==> src/rtl/ip_v4_header_check_if.sv <==
// Bus interface for the IPv4 header checker: word stream in, check result out.
// Optional field outputs are present when IP_V4_HDR_FIELDS_EN is defined.
interface ip_v4_header_check_if;
    logic        start;
    logic [31:0] d_in;
    logic        d_in_vld;
    logic        chk_vld;
    logic        hdr_ok;
    logic [1:0]  err_code;
    logic [15:0] chk_sum;
    logic        busy;
`ifdef IP_V4_HDR_FIELDS_EN
    logic [15:0] total_len;
    logic [7:0]  protocol;
    logic [31:0] src_addr;
    logic [31:0] dst_addr;

    modport master (output start, d_in, d_in_vld,
                    input  chk_vld, hdr_ok, err_code, chk_sum, busy,
                           total_len, protocol, src_addr, dst_addr);
    modport slave  (input  start, d_in, d_in_vld,
                    output chk_vld, hdr_ok, err_code, chk_sum, busy,
                           total_len, protocol, src_addr, dst_addr);
`else
    modport master (output start, d_in, d_in_vld,
                    input  chk_vld, hdr_ok, err_code, chk_sum, busy);
    modport slave  (input  start, d_in, d_in_vld,
                    output chk_vld, hdr_ok, err_code, chk_sum, busy);
`endif
endinterface

==> src/rtl/ip_v4_header_check.sv <==
// IPv4 RX header checker: accumulates the one's-complement sum over IHL words
// (checksum field included), checks version and IHL, reports pass/fail.
// Pipeline: last word at edge N -> FOLD -> fold register at N+1 -> outputs at N+2.
// Optional macro IP_V4_HDR_FIELDS_EN adds total_len/protocol/src_addr/dst_addr.
module ip_v4_header_check #(
    parameter int MIN_IHL = 5
) (
    input logic clk,
    input logic reset,
    ip_v4_header_check_if.slave bus
);
    localparam logic [1:0] IDLE    = 2'd0;
    localparam logic [1:0] COLLECT = 2'd1;
    localparam logic [1:0] FOLD    = 2'd2;

    logic [1:0]  state;
    logic [20:0] acc, acc_nxt;
    logic [3:0]  cnt, ihl, ihl_eff;
    logic [1:0]  err_q, err_p;
    logic [16:0] s;
    logic [15:0] fsum, sum_q;
    logic        pend, accept, last;
    logic        chk_vld_q, hdr_ok_q;
    logic [1:0]  err_code_q;
    logic [15:0] chk_sum_q;

    // Word acceptance; a start in the same cycle discards the word.
    assign accept  = (state == COLLECT) && !bus.start && bus.d_in_vld;
    assign ihl_eff = (cnt == 4'd0) ? bus.d_in[27:24] : ihl;
    assign last    = (cnt + 4'd1) == ihl_eff;

    // Accumulate next sum and fold the 21-bit accumulator to 16 bits.
    always_comb begin
        acc_nxt = acc + 21'(bus.d_in[31:16]) + 21'(bus.d_in[15:0]);
        s       = 17'(acc[15:0]) + 17'(acc[20:16]);
        fsum    = s[15:0] + 16'(s[16]);
    end

    // Header collection FSM with accumulator, word counter and early errors.
    always_ff @(posedge clk or posedge reset) begin
        if (reset) begin
            state <= IDLE;
            acc   <= '0;
            cnt   <= '0;
            ihl   <= '0;
            err_q <= '0;
        end else if (bus.start) begin
            // start from any state (re)opens collection; FOLD result is already piped
            state <= COLLECT;
            acc   <= '0;
            cnt   <= '0;
            err_q <= '0;
        end else begin
            case (state)
                COLLECT: if (accept) begin
                    acc <= acc_nxt;
                    cnt <= cnt + 4'd1;
                    if (cnt == 4'd0) begin
                        ihl <= bus.d_in[27:24];
                        if (bus.d_in[31:28] != 4'd4) begin
                            err_q <= 2'b10;
                            state <= FOLD;
                        end else if (bus.d_in[27:24] < 4'(MIN_IHL)) begin
                            err_q <= 2'b11;
                            state <= FOLD;
                        end
                    end else if (last) begin
                        state <= FOLD;
                    end
                end
                FOLD:    state <= IDLE;
                default: state <= IDLE;
            endcase
        end
    end

    // Fold stage: capture folded sum and error so a new header may start in FOLD.
    always_ff @(posedge clk or posedge reset) begin
        if (reset) begin
            pend  <= 1'b0;
            sum_q <= '0;
            err_p <= '0;
        end else begin
            pend <= (state == FOLD);
            if (state == FOLD) begin
                sum_q <= fsum;
                err_p <= err_q;
            end
        end
    end

    // Result registers: one-cycle chk_vld/hdr_ok, err_code and chk_sum hold.
    always_ff @(posedge clk or posedge reset) begin
        if (reset) begin
            chk_vld_q  <= 1'b0;
            hdr_ok_q   <= 1'b0;
            err_code_q <= '0;
            chk_sum_q  <= '0;
        end else begin
            chk_vld_q <= pend;
            hdr_ok_q  <= 1'b0;
            if (pend) begin
                chk_sum_q <= sum_q;
                if (err_p != 2'b00)
                    err_code_q <= err_p;
                else if (sum_q != 16'hFFFF)
                    err_code_q <= 2'b01;
                else begin
                    err_code_q <= 2'b00;
                    hdr_ok_q   <= 1'b1;
                end
            end
        end
    end

    assign bus.chk_vld  = chk_vld_q;
    assign bus.hdr_ok   = hdr_ok_q;
    assign bus.err_code = err_code_q;
    assign bus.chk_sum  = chk_sum_q;
    assign bus.busy     = (state != IDLE);

`ifdef IP_V4_HDR_FIELDS_EN
    logic [15:0] total_len_q;
    logic [7:0]  protocol_q;
    logic [31:0] src_addr_q, dst_addr_q;

    // Capture selected header fields as their words arrive.
    always_ff @(posedge clk or posedge reset) begin
        if (reset) begin
            total_len_q <= '0;
            protocol_q  <= '0;
            src_addr_q  <= '0;
            dst_addr_q  <= '0;
        end else if (accept) begin
            case (cnt)
                4'd0:    total_len_q <= bus.d_in[15:0];
                4'd2:    protocol_q  <= bus.d_in[23:16];
                4'd3:    src_addr_q  <= bus.d_in;
                4'd4:    dst_addr_q  <= bus.d_in;
                default: ;
            endcase
        end
    end

    assign bus.total_len = total_len_q;
    assign bus.protocol  = protocol_q;
    assign bus.src_addr  = src_addr_q;
    assign bus.dst_addr  = dst_addr_q;
`endif
endmodule

==> src/flat_wrapper.sv <==
// flat-port wrapper written by rule: the top's interface ports become plain ports
module ip_v4_header_check_flat 
#(
    parameter int MIN_IHL = 5
)
  (clk, reset, bus_start, bus_d_in, bus_d_in_vld, bus_chk_vld, bus_hdr_ok, bus_err_code, bus_chk_sum, bus_busy);
  ip_v4_header_check_if bus_i ();
  input logic clk;
  input logic reset;
  input wire logic [$bits(bus_i.start)-1:0] bus_start;
  input wire logic [$bits(bus_i.d_in)-1:0] bus_d_in;
  input wire logic [$bits(bus_i.d_in_vld)-1:0] bus_d_in_vld;
  output wire logic [$bits(bus_i.chk_vld)-1:0] bus_chk_vld;
  output wire logic [$bits(bus_i.hdr_ok)-1:0] bus_hdr_ok;
  output wire logic [$bits(bus_i.err_code)-1:0] bus_err_code;
  output wire logic [$bits(bus_i.chk_sum)-1:0] bus_chk_sum;
  output wire logic [$bits(bus_i.busy)-1:0] bus_busy;
  assign bus_i.start = bus_start;
  assign bus_i.d_in = bus_d_in;
  assign bus_i.d_in_vld = bus_d_in_vld;
  assign bus_chk_vld = bus_i.chk_vld;
  assign bus_hdr_ok = bus_i.hdr_ok;
  assign bus_err_code = bus_i.err_code;
  assign bus_chk_sum = bus_i.chk_sum;
  assign bus_busy = bus_i.busy;
  ip_v4_header_check #(.MIN_IHL(MIN_IHL)) u_core (.clk(clk), .reset(reset), .bus(bus_i));
endmodule
==> config.mk <==
export PLATFORM = sky130hd
export DESIGN_NAME = ip_v4_header_check_flat
export DESIGN_NICKNAME = d
export VERILOG_FILES = /design/src/rtl/ip_v4_header_check_if.sv /design/src/rtl/ip_v4_header_check.sv /design/src/flat_wrapper.sv
export SDC_FILE = /design/constraint.sdc
export NUM_CORES = 1
export LEC_CHECK = 0
export ABC_AREA = 0
export CAP_MARGIN = 40
export CORE_ASPECT_RATIO = 0.8
export CORE_MARGIN = 10
export CORE_UTILIZATION = 50
export DETAILED_ROUTE_END_ITERATION = 7
export PLACE_DENSITY = 0.75
export SLEW_MARGIN = 20
export SYNTH_ARGS = -nofsm -noshare
export SYNTH_HDL_FRONTEND = slang
export SYNTH_SLANG_ARGS = --single-unit
export TNS_END_PERCENT = 30
==> constraint.sdc <==
create_clock -name clk -period 3.6 [get_ports clk]
set_input_delay 0.72 -clock clk [delete_from_list [all_inputs] [get_ports clk]]
set_output_delay 0.72 -clock clk [all_outputs]
set_load 0.005 [all_outputs]
* Word level (Yosys, flattened, before mapping) *
Cells that the tools add are included.
Widths: inputs -> output; s select.

storage, ports and cells
  flip-flop bits (word level) = 72
  bits in latches = 0
  RAM bits = 0
  memory bits (read-only) = 0
  input bits = 36
  output and inout bits = 21
  logic and storage cells = 66
  memories kept = 0

operators by class
  add/subtract/negate cells = 5
  multipliers = 0
  divide/modulo/power cells = 0
  magnitude comparators = 1
  equality and inequality tests = 8
  shift operators = 0
  muxes and demuxes = 25
  bitwise logic cells = 1
  reduce and logical (&&, ||, !) cells = 14

operators by type and width
  operator              number
  $mux 21               3
  $add 21x16->21        2
  $mux 2                14
  $add 16x5->17         1
  $add 16x1->16         1
  $mux 4                4
  $ne 16x16->1 const B  1
  $reduce_bool 2->1     5
  $ne 4x3->1 const B    2
  $reduce_and 3->1      2
  $ne 5x5->1 const B    1
  $add 4x1->4 const B   1
  $eq 4x4->1            1
  $logic_not 4->1       1
  $lt 4x3->1 const B    1
  $mux 1                4
  $reduce_and 4->1      1
  $ne 3x2->1 const B    1
  $reduce_bool 3->1     1
  $eq 2x1->1 const B    1
  $eq 2x2->1 const B    1
  $logic_and 1x1->1     2
  $reduce_and 2->1      1
  $logic_not 1->1       1
  $not 1->1             1

* Longest topological paths before layout *
Gate-level depths: netlist of the first run.

  word-level depth = 8
  mapped depth = 16
  mapped depth without buffers = 16

* Worst setup path after synthesis of the first run *
OpenSTA, ideal clock, no wires.

  path type = in2reg
  from = input port bus_d_in[1]
  to = register u_core.acc[15]
  setup time = 118 ps
  arrival time = 3284 ps
  setup slack = 198 ps
  stages on the path = 12
  cells stage by stage = inv_1 > fa_1 > inv_1 > ha_1 > fa_1 > a21oi_1 > nor2_1 > o31a_1 > o31ai_1 > o21ai_0 > xnor2_1 > a21o_1

between the ends
  longest elaborated chain between the ends = 4

ends and longest elaborated chain
  what                  RTL line                  text
  from (decl)           flat_wrapper.sv:11        input wire logic [$bits(bus_i.d_in)-1:0] bus_d_in;
  $add 21x16->21        ip_v4_header_check.sv:34  acc_nxt = acc + 21'(bus.d_in[31:16]) + 21'(bus.d_in[15:0]);
  $mux 21               ip_v4_header_check.sv:55  COLLECT: if (accept) begin
  $mux 21               ip_v4_header_check.sv:54  case (state)
  $mux 21               ip_v4_header_check.sv:47  end else if (bus.start) begin
  to (signal assigned)  ip_v4_header_check.sv:56  acc <= acc_nxt;
  to (decl)             ip_v4_header_check.sv:17  logic [20:0] acc, acc_nxt;

No other way between the ends. The select of a mux whose other input is x is not followed.
A chain may end at the register's enable or synchronous reset.

* Worst setup path in the final report of the first run *
  from = input port bus_d_in[1]
  to = register u_core.acc[17]

Same word-level chain as after synthesis.

==> impl_results.md, run 1 <==
* Status: completed
* Top FF cell, synth: dfrtp_1
* CP max FO at 3
* Minimum hold slack at ~0.49 ns
* P per Cell Area at 594 nW/um^2
* Nets at approximately 660
* Die Area at 14,200 sq um
* Synth warnings at 0
* Num CTS Buffers at 9
* Total congestion overflow at 0
* Setup WS pre-CTS at -0.329 ns
* Seq pwr share at 0.343
* Vias at approximately 3,900
* Post-Syn Area per Cell at 9.48 sq um
* Hold Path Class: reg -> reg
* Final Hold Fails at 0
* Reg2reg end: u_core.sum_q[15]
* Worst-margin pin slew at between 0.7 and 0.8 ns
* Post-DRT Antenna Nets at 0
* Startpoint Class: input pin
* Sequential cell area at ~1800 sq um
* Synth cell types at 60
* Sw frac at 0.332
* Period minus WS final at 3.43 ns
* Combinational share of power at 0.372
* Endpoint class of the critical path: flop
* Synth-to-Final Area Change at 23.9%
* Psw at ~1.2 mW
* Flop2flop setup slack at 0.34 ns
* Worst r2r path cells at 15
* Post-synth EDFFs at 0
* Rows at 32
* Setup Skew at 0.00599 ns
* Max Cap Viol at 0
* Multi-input gate area at 2940 sq um
* Initial antenna violation count at 0
* Critical Path AT at between 3 and 4 ns
* Internal cell power at ~2.4 mW
* Leak Pwr at roughly 2.6 nW
* Post-synthesis sequential area ratio at 0.368
* DR WL/cell at roughly 16 um
* Worst Hold End: u_core.ihl[3]
* Syn Std Cell Area at around 5000 sq um
* Global-route wire length before repair at 19,100 um
* Slew Limit Fails at 0
* DR DRC count at 0
* Vias in the first global route at 4,074
* Via/cell ratio at between 5 and 6
* Max clock buf depth at 2
* Total Routing Usage GR at 0.167
* CTS tree: yes
* Synthesis-stage register bit count at 72
* Ys async rst share at 1.00
* Share of cells above drive strength 1 at 0.134
* Total core area at about 9600 sq um
* Max Clk Rate at 0.292 GHz
* Starting Density at 0.509
* # hold bufs at CTS at 0
* Fin worst setup slack at 0.170 ns
* Max VDD drop at 0.000465 V
* Worst r2r src: u_core.acc[0]
* PortBufs at 56
* Hold path startpoint: u_core.ihl[3]
* CTS sink count at 72
* I/O Pins at 57
* Syn Nets at 595
* Die height at between 100 and 150 um
* RD Place Congestion at 0.903
* Overall power at 3.60 mW
* FILL cells at 806
* Die Span X at about 130 um
* DR pass1 iterations at 5
* Max transition margin at 0.505
* Period utilisation layout at 0.953
* Final HPWL DP at ~8800 um
* Final WL at about 11,000 um
* Crit path launch: bus_d_in[1]
* Final setup vio count at 0
* N_diodes at 0
* Crit Path Category: in -> reg
* CTS H-tree depth at 3
* Hold path depth at 2
* Clk Tree Root Cell: clkbuf_16
* Initial DRC Count at roughly 230
* Setup Total Neg Slack at 0 ns
* Clk Latency, worst-skew pair at about 0.33 ns
* Maximum number of pins on one net before global-route repair at 38
* Data required time of the worst path at roughly 3.8 ns
* Unrepaired setup endpoints after global routing: no
* Worst-path clk slew at ~0.06 ns
* Clock Power Share at 0.285
* Synthesized instance count at just over 500
flip-flops by register name (all words and copies together), names as in the netlist:
name                 flops
u_core.ihl               4
u_core.bus.chk_vld       1
u_core.bus.err_code      2
u_core.bus.hdr_ok        1
u_core.err_p             2
u_core.acc              21
u_core.sum_q            16
u_core.state             2
u_core.cnt               4
u_core.bus.chk_sum      16
u_core.err_q             2
u_core.pend              1
final cells by class:
type / instances / area share
Timing Repair Buffer: 77 / 0.122
Tap cell: 119 / 0.0246
Sequential cell: 72 / 0.297
Multi-Input combinational cell: 402 / 0.486
Clock buffer: 10 / 0.0378
Inverter: 22 / 0.0136
Clock inverter: 6 / 0.0190
through the flow:
stage	cells	utilization	instance area (sq um)
2_1_floorplan	516	-	4890
3_3_place_gp	688	0.588	5650
3_5_place_dp	689	0.589	5660
4_1_cts	705	0.625	6010
5_1_grt	708	0.631	6060
6_report	708	0.631	6060
Yosys cell counts, drive strengths merged (2+ instances only):
library cell	number	share of area
a2111oi	2	0.0087
nand2	66	0.051
o31ai	2	0.0031
nor3	10	0.010
nand4	7	0.0090
mux2i	2	0.0041
buf	7	0.0067
ha	25	0.064
nand2b	4	0.0051
o21ai	33	0.034
a21o	7	0.011
clkbuf	13	0.010
a211oi	9	0.015
or3	9	0.013
inv	21	0.016
nor4	2	0.0026
and2	4	0.0051
nand3b	2	0.0031
nor2b	7	0.010
mux2	21	0.048
nand3	15	0.015
a21oi	36	0.037
o211ai	5	0.0087
a31o	2	0.0036
a31oi	3	0.0038
nor3b	4	0.0084
o21a	4	0.0064
xnor2	31	0.056
dfrtp	72	0.37
nor2	35	0.027
a21boi	2	0.0031
and3	8	0.010
fa	18	0.074
xor2	11	0.020
worst max-delay path, cell delays in order:
cell and delay (ns):
clkdlybuf4s50_1 0.46, inv_1 0.05, fa_1 0.52, inv_1 0.04
ha_2 0.20, fa_2 0.37, a21oi_2 0.17, nor2_1 0.08
o31a_1 0.27, o31ai_2 0.18, buf_4 0.15, o21ba_2 0.15
nor3_1 0.06, xnor2_1 0.16, nor2_1 0.06
kinds of logic after synthesis:
logic type	synth area share
xor gates and xnor gates	0.0752
muxes	0.0524
adders and majority gates	0.138
and+or+nand+nor	0.179
buffers and inverters	0.0335
DFF	0.368
AOI/OAI and AO/OA	0.154
per-layer routing:
| metal | wire [um] | vias up | GRT usage |
|---|---|---|---|
| li1 | - | 1947 | - |
| met1 | 5090 | 1865 | 0.211 |
| met2 | 5380 | 105 | 0.275 |
| met3 | 668 | 13 | 0.0431 |
| met4 | 131 | 0 | 0.0491 |
| met5 | 0 | - | 0 |
cell usage in the layout (no fill, tap or decap), drive strengths merged, types with 21 or more instances in the layout:
master	n
nor2	35
nand2	66
dfrtp	72
buf	21
inv	23
xnor2	31
a21oi	36
clkdlybuf4s50	56
mux2	21
ha	25
o21ai	33
worst max-delay path by stage:
stage / to / slack, ns
3_5_place_dp: u_core.acc[15] / -0.33
4_1_cts: u_core.acc[17] / 0.04
3_3_place_gp: u_core.acc[15] / -0.32
2_1_floorplan: u_core.acc[15] / 0.20
5_1_grt: u_core.acc[17] / 0.02
6_report: u_core.acc[17] / 0.17
power groups by stage:
stage | registers, mW | logic [mW] | clock network (mW)
after global routing | 1.27 | 1.51 | 1.07
after global placement | 1.23 | 1.26 | 0
final | 1.24 | 1.34 | 1.03
after floorplan | 1.16 | 0.893 | 0
after detailed placement | 1.25 | 1.31 | 0
after CTS | 1.23 | 1.32 | 1.04
timing repair:
action | CTS | global route
resized for setup | 1 | 5
buffers inserted | 0 | 2
endpoints found under the setup margin | 1 | 10
pin swaps | 0 | 6
(Power assumes the default switching activity.)
==> run 2: changes to the inputs <==
--- a/config.mk
+++ b/config.mk
@@ -8,10 +8,10 @@
 export ABC_AREA = 0
 export CAP_MARGIN = 40
 export CORE_ASPECT_RATIO = 0.8
-export CORE_MARGIN = 10
 export CORE_UTILIZATION = 50
 export DETAILED_ROUTE_END_ITERATION = 7
 export PLACE_DENSITY = 0.75
+export REMOVE_ABC_BUFFERS = 1
 export SLEW_MARGIN = 20
 export SYNTH_ARGS = -nofsm -noshare
 export SYNTH_HDL_FRONTEND = slang
==> impl_results.md, run 2 (synthesis gave the netlist of run 1 again) <==
* Clk Tree Root Cell: clkbuf_16 (unchanged)
* Max reg flops at 21 (unchanged)
* Total Routing Usage GR at 0.230 (was 0.167)
* Unrepaired setup endpoints after global routing: no (unchanged)
* Initial antenna violation count at 0 (unchanged)
* Die Span X at 113 um (was 131 um)
* Max Clk Rate at 0.294 GHz (was 0.292 GHz)
* Rows at 31 (was 32)
* Die Area at 10,200 sq um (was 14,200 sq um)
* Critical Path AT at 3.60 ns (was 3.64 ns)
* Worst-path clk slew at 0.05 ns (was 0.06 ns)
* Total core area at 9270 sq um (was 9610 sq um)
* Endpoint class of the critical path: flop (unchanged)
* CTS H-tree depth at 3 (unchanged)
* Worst-margin pin slew at 0.742 ns (was 0.743 ns)
* Die height at 90.5 um (was 108 um)
* Max Cap Viol at 0 (unchanged)
* Data required time of the worst path at 3.81 ns (about the same)
* Design area at 6050 sq um (was 6060 sq um)
* Nets at 668 (was 663)
* Maximum number of pins on one net before global-route repair at 39 (was 38)
* N_diodes at 0 (unchanged)
* CTS sink count at 72 (unchanged)
* CP max FO at 3 (unchanged)
* I/O Pins at 57 (unchanged)
* Final HPWL DP at 8230 um (was 8800 um)
* Most common cell after layout, fill and taps aside: dfrtp_1 (unchanged)
* Setup Skew at 0.00569 ns (was 0.00599 ns)
* Worst r2r src: u_core.acc[16] (was u_core.acc[0])
* P per Cell Area at 566 nW/um^2 (was 594 nW/um^2)
* DR pass1 iterations at 7 (was 5)
* Hold Path Class: reg -> reg (unchanged)
* Max transition margin at 0.505 (about the same)
* DR WL/cell at 15.4 um (was 15.9 um)
* Synth-to-Final Area Change at 23.7% (was 23.9%)
* Commonest non-fill, non-tap cells in the layout: dfrtp_1, nand2_1, clkdlybuf4s50_1 (unchanged)
* Placed Area at 5710 sq um (was 5660 sq um)
* Fin worst setup slack at 0.204 ns (was 0.170 ns)
* Initial DRC Count at 259 (was 231)
* RD Place Congestion at 0.881 (was 0.903)
* Max clock buf depth at 2 (unchanged)
* Num CTS Buffers at 9 (unchanged)
* Setup WS pre-CTS at -0.330 ns (was -0.329 ns)
* PortBufs at 56 (unchanged)
* Startpoint Class: input pin (unchanged)
* Leak Pwr at 2.65 nW (was 2.63 nW)
* Post-DRT Antenna Nets at 0 (unchanged)
* Share of cells above drive strength 1 at 0.145 (was 0.134)
* Period utilisation layout at 0.943 (was 0.953)
* Clk Latency, worst-skew pair at 0.33 ns (about the same)
* Status: completed (unchanged)
* Crit Path Category: in -> reg (unchanged)
* Total congestion overflow at 0 (unchanged)
* Starting Density at 0.528 (was 0.509)
* Vias in the first global route at 3,887 (was 4,074)
* Minimum hold slack at 0.486 ns (was 0.490 ns)
* Hold path startpoint: u_core.err_q[1] (was u_core.ihl[3])
* Max VDD drop at 0.000337 V (was 0.000465 V)
* Slew Limit Fails at 0 (unchanged)
* Via/cell ratio at 5.66 (was 5.55)
* # hold bufs at CTS at 0 (unchanged)
* Global-route wire length before repair at 18,500 um (was 19,100 um)
* DR DRC count at 0 (unchanged)
* Vias at 4,010 (was 3,930)
* Crit path launch: bus_d_in[17] (was bus_d_in[1])
* Final setup vio count at 0 (unchanged)
* Final WL at 10,900 um (was 11,300 um)
* Period minus WS final at 3.40 ns (was 3.43 ns)
* CTS tree: yes (unchanged)
* Post-layout util at 0.652 (was 0.631)
* Final Hold Fails at 0 (unchanged)
* Most flops, register: u_core.acc (unchanged)
run 2: changes by cell type in the layout (fill, tap and decap cells not counted), moves of 2 or more:
cell | previous run | this run
buf_4 | 19 | 23
clkinv_2 | 0 | 3
bufinv_16 | 3 | 1
inv_6 | 2 | 0
run 2: power by group:
group	leakage [nW]	switching [mW]	internal, mW	total, mW
registers	0.965	0.208	1.02	1.23
clock network	0.141	0.330	0.529	0.859
logic	1.54	0.630	0.708	1.34
total	2.65	1.17	2.25	3.42
run 2: final timing paths:
path / depth (start not counted) / endpoint / slack, ns
min reg2reg: 2 / u_core.err_p[1] / 0.49
min in group asynchronous: 3 / u_core.bus.err_code[1] / 0.76
max reg2reg: 16 / u_core.sum_q[9] / 0.32
max: 15 / u_core.acc[17] / 0.20
min: 2 / u_core.err_p[1] / 0.49
max in group asynchronous: 3 / u_core.acc[0] / 2.65
run 2: cell type report:
class                      count  area, sq um
multi-input combinational    402         2950
tap                          115          144
clock buffer                   9          225
inverter                      22         82.6
clock inverter                 6         61.3
fill                         753         3220
sequential                    72         1800
timing repair buffer          82          787
run 2: critical path, cell delays in order:
cell and delay (ns):
clkdlybuf4s50_1 0.45, inv_1 0.05, fa_1 0.50, inv_1 0.04
ha_2 0.20, fa_2 0.37, a21oi_2 0.19, nor2_2 0.07
o31a_1 0.26, o31ai_2 0.17, buf_4 0.15, o21ba_2 0.15
nor3_1 0.06, xnor2_1 0.18, nor2_1 0.05
run 2: routing by layer:
layer | GRT usage | share of wire | vias up
met3 | 0.0570 | 0.054 | 8
li1 | - | - | 1947
met1 | 0.305 | 0.46 | 1937
met5 | 0 | 0 | -
met2 | 0.373 | 0.48 | 118
met4 | 0.0656 | 0.0087 | 0
run 2: timing repair:
action | CTS | global route
resized for setup | 1 | 8
endpoints found under the setup margin | 1 | 10
pin swaps | 0 | 6
setup buffers | 0 | 1
gates cloned | 0 | 0
run 2: stage by stage:
step | cells | setup TNS [ns] | total power [mW]
after floorplan | 496 | 0 | 2.04
final | 708 | 0 | 3.42
after detailed placement | 691 | -2.31 | 2.54
after global routing | 708 | 0 | 3.67
after CTS | 706 | 0 | 3.42
after global placement | 690 | -1.57 | 2.48
==> run 3: changes to the inputs <==
--- a/config.mk
+++ b/config.mk
@@ -12,6 +12,7 @@
 export DETAILED_ROUTE_END_ITERATION = 7
 export PLACE_DENSITY = 0.75
 export REMOVE_ABC_BUFFERS = 1
+export SKIP_LAST_GASP = 1
 export SLEW_MARGIN = 20
 export SYNTH_ARGS = -nofsm -noshare
 export SYNTH_HDL_FRONTEND = slang
==> impl_results.md, run 3 (synthesis gave the netlist of run 1 again) <==
* Max transition margin at 0.505 (about the same)
* Rows at 31 (unchanged)
* Most common cell after layout, fill and taps aside: dfrtp_1 (unchanged)
* Leak Pwr at 2.64 nW (was 2.65 nW)
* Die Area at 10,200 sq um (unchanged)
* CTS sink count at 72 (unchanged)
* CTS tree: yes (unchanged)
* Total Routing Usage GR at 0.230 (unchanged)
* Slew Limit Fails at 0 (unchanged)
* Final HPWL DP at 8230 um (unchanged)
* Nets at 668 (unchanged)
* Clk Tree Root Cell: clkbuf_16 (unchanged)
* Die height at 90.5 um (unchanged)
* DR pass1 iterations at 5 (was 7)
* Global-route wire length before repair at 18,500 um (unchanged)
* Startpoint Class: input pin (unchanged)
* Hold Path Class: reg -> reg (unchanged)
* Total core area at 9270 sq um (unchanged)
* Vias at 4,009 (was 4,010)
* Initial antenna violation count at 0 (unchanged)
* Period utilisation layout at 0.953 (was 0.943)
* Setup Total Neg Slack at 0 ns (unchanged)
* P per Cell Area at 566 nW/um^2 (about the same)
* Period minus WS final at 3.43 ns (was 3.40 ns)
* Unrepaired setup endpoints after global routing: yes (was no)
* Max Clk Rate at 0.292 GHz (was 0.294 GHz)
* Num CTS Buffers at 9 (unchanged)
* Overall power at 3.42 mW (about the same)
* Status: completed (unchanged)
* N_diodes at 0 (unchanged)
* Final setup vio count at 0 (unchanged)
* Post-DRT Antenna Nets at 0 (unchanged)
* Slowest stage delay, CP at 0.53 ns (was 0.50 ns)
* CTS H-tree depth at 3 (unchanged)
* Max clock buf depth at 2 (unchanged)
* Vias in the first global route at 3,887 (unchanged)
* Worst-path clk slew at 0.05 ns (about the same)
* Most flops, register: u_core.acc (unchanged)
* DR DRC count at 0 (unchanged)
* Maximum number of pins on one net before global-route repair at 39 (unchanged)
* Total congestion overflow at 0 (unchanged)
* Final Hold Fails at 0 (unchanged)
* Worst-margin pin slew at 0.742 ns (about the same)
* Fin worst setup slack at 0.170 ns (was 0.204 ns)
* I/O Pins at 57 (unchanged)
* Endpoint class of the critical path: flop (unchanged)
* Initial DRC Count at 264 (was 259)
* Max Cap Viol at 0 (unchanged)
* FILL cells at 753 (unchanged)
* Via/cell ratio at 5.66 (about the same)
* Final WL at 10,900 um (about the same)
* Synth-to-Final Area Change at 23.5% (was 23.7%)
* Share of cells above drive strength 1 at 0.140 (was 0.145)
* CP max FO at 3 (unchanged)
* Slowest-stage cell, CP: fa_1 (unchanged)
* Max reg flops at 21 (unchanged)
* Setup WS pre-CTS at -0.330 ns (unchanged)
* RD Place Congestion at 0.881 (unchanged)
* DR WL/cell at 15.4 um (about the same)
* Clk Latency, worst-skew pair at 0.33 ns (about the same)
* Data required time of the worst path at 3.81 ns (about the same)
* Crit Path Category: in -> reg (unchanged)
* Setup Skew at 0.00551 ns (was 0.00569 ns)
* PortBufs at 56 (unchanged)
* Critical Path AT at 3.64 ns (was 3.60 ns)
* Commonest non-fill, non-tap cells in the layout: dfrtp_1, nand2_1, clkdlybuf4s50_1 (unchanged)
* Die Span X at 113 um (unchanged)
* Max VDD drop at 0.000337 V (about the same)
* Starting Density at 0.528 (unchanged)
* CP cell instances: clkdlybuf4s50_1 > inv_1 > fa_1 > inv_1 > ha_2 > fa_2 > a21oi_2 > nor2_1 > o31a_1 > o31ai_2 > buf_4 > o21ba_2 > nor3_1 > xnor2_1 > nor2_1 (was clkdlybuf4s50_1 > inv_1 > fa_1 > inv_1 > ha_2 > fa_2 > a21oi_2 > nor2_2 > o31a_1 > o31ai_2 > buf_4 > o21ba_2 > nor3_1 > xnor2_1 > nor2_1)
[run 3: final timing paths]
path / from / endpoint / slack, ns / cells after the start
max: bus_d_in[1] / u_core.acc[17] / 0.17 / 15
min: u_core.err_q[1] / u_core.err_p[1] / 0.49 / 2
max reg2reg: u_core.acc[16] / u_core.sum_q[11] / 0.24 / 16
min reg2reg: u_core.err_q[1] / u_core.err_p[1] / 0.49 / 2
max in group asynchronous: reset / u_core.acc[0] / 2.65 / 3
min in group asynchronous: reset / u_core.bus.err_code[1] / 0.76 / 3
[run 3: what timing repair did]
action / 4_1_cts / 5_1_grt
resized for setup: 1 / 4
hold buffers: 0 / 0
buffers inserted: 0 / 1
endpoints found under the hold margin: 0 / 0
pin swaps: 0 / 6
setup endpoints to repair: 1 / 10
[run 3: cell type report]
class	count	area, sq um	area share
clock inverters	6	61.3	0.0102
clock buffers	9	225	0.0373
repair buffers	82	785	0.130
flip-flops and latches	72	1800	0.298
inverters	22	82.6	0.0137
multi-input cells	402	2940	0.487
well taps	115	144	0.0238
[run 3: metal layers]
layer	part of all wire	up-vias	global-route usage	wire, um
li1	-	1949	-	-
met1	0.46	1939	0.305	4970
met2	0.48	113	0.373	5250
met3	0.055	8	0.0570	600
met4	0.0087	0	0.0656	95
met5	0	-	0	0
[run 3: report_power, final]
group / leakage [nW] / switching [mW] / internal, mW
logic: 1.53 / 0.626 / 0.708
clock network: 0.141 / 0.330 / 0.529
registers: 0.965 / 0.209 / 1.02
total: 2.64 / 1.17 / 2.25
[run 3: critical path: cells and delay by family]
family / cells / cell delay [ns]
AND/OR/NAND/NOR: 3 / 0.19
buffers and inverters: 4 / 0.69
AO/OA/AOI/OAI: 4 / 0.75
XOR/XNOR: 1 / 0.18
adder cells (fa/ha/maj): 3 / 1.09
[run 3: metrics by stage]
step	hold WS, ns	std cells	util	cell area, sq um
after floorplan	0.439	496	-	4810
after global placement	0.466	690	0.615	5700
after detailed placement	0.472	691	0.616	5710
after CTS	0.487	706	0.647	6000
after global routing	0.505	708	0.651	6040
final	0.486	708	0.651	6040
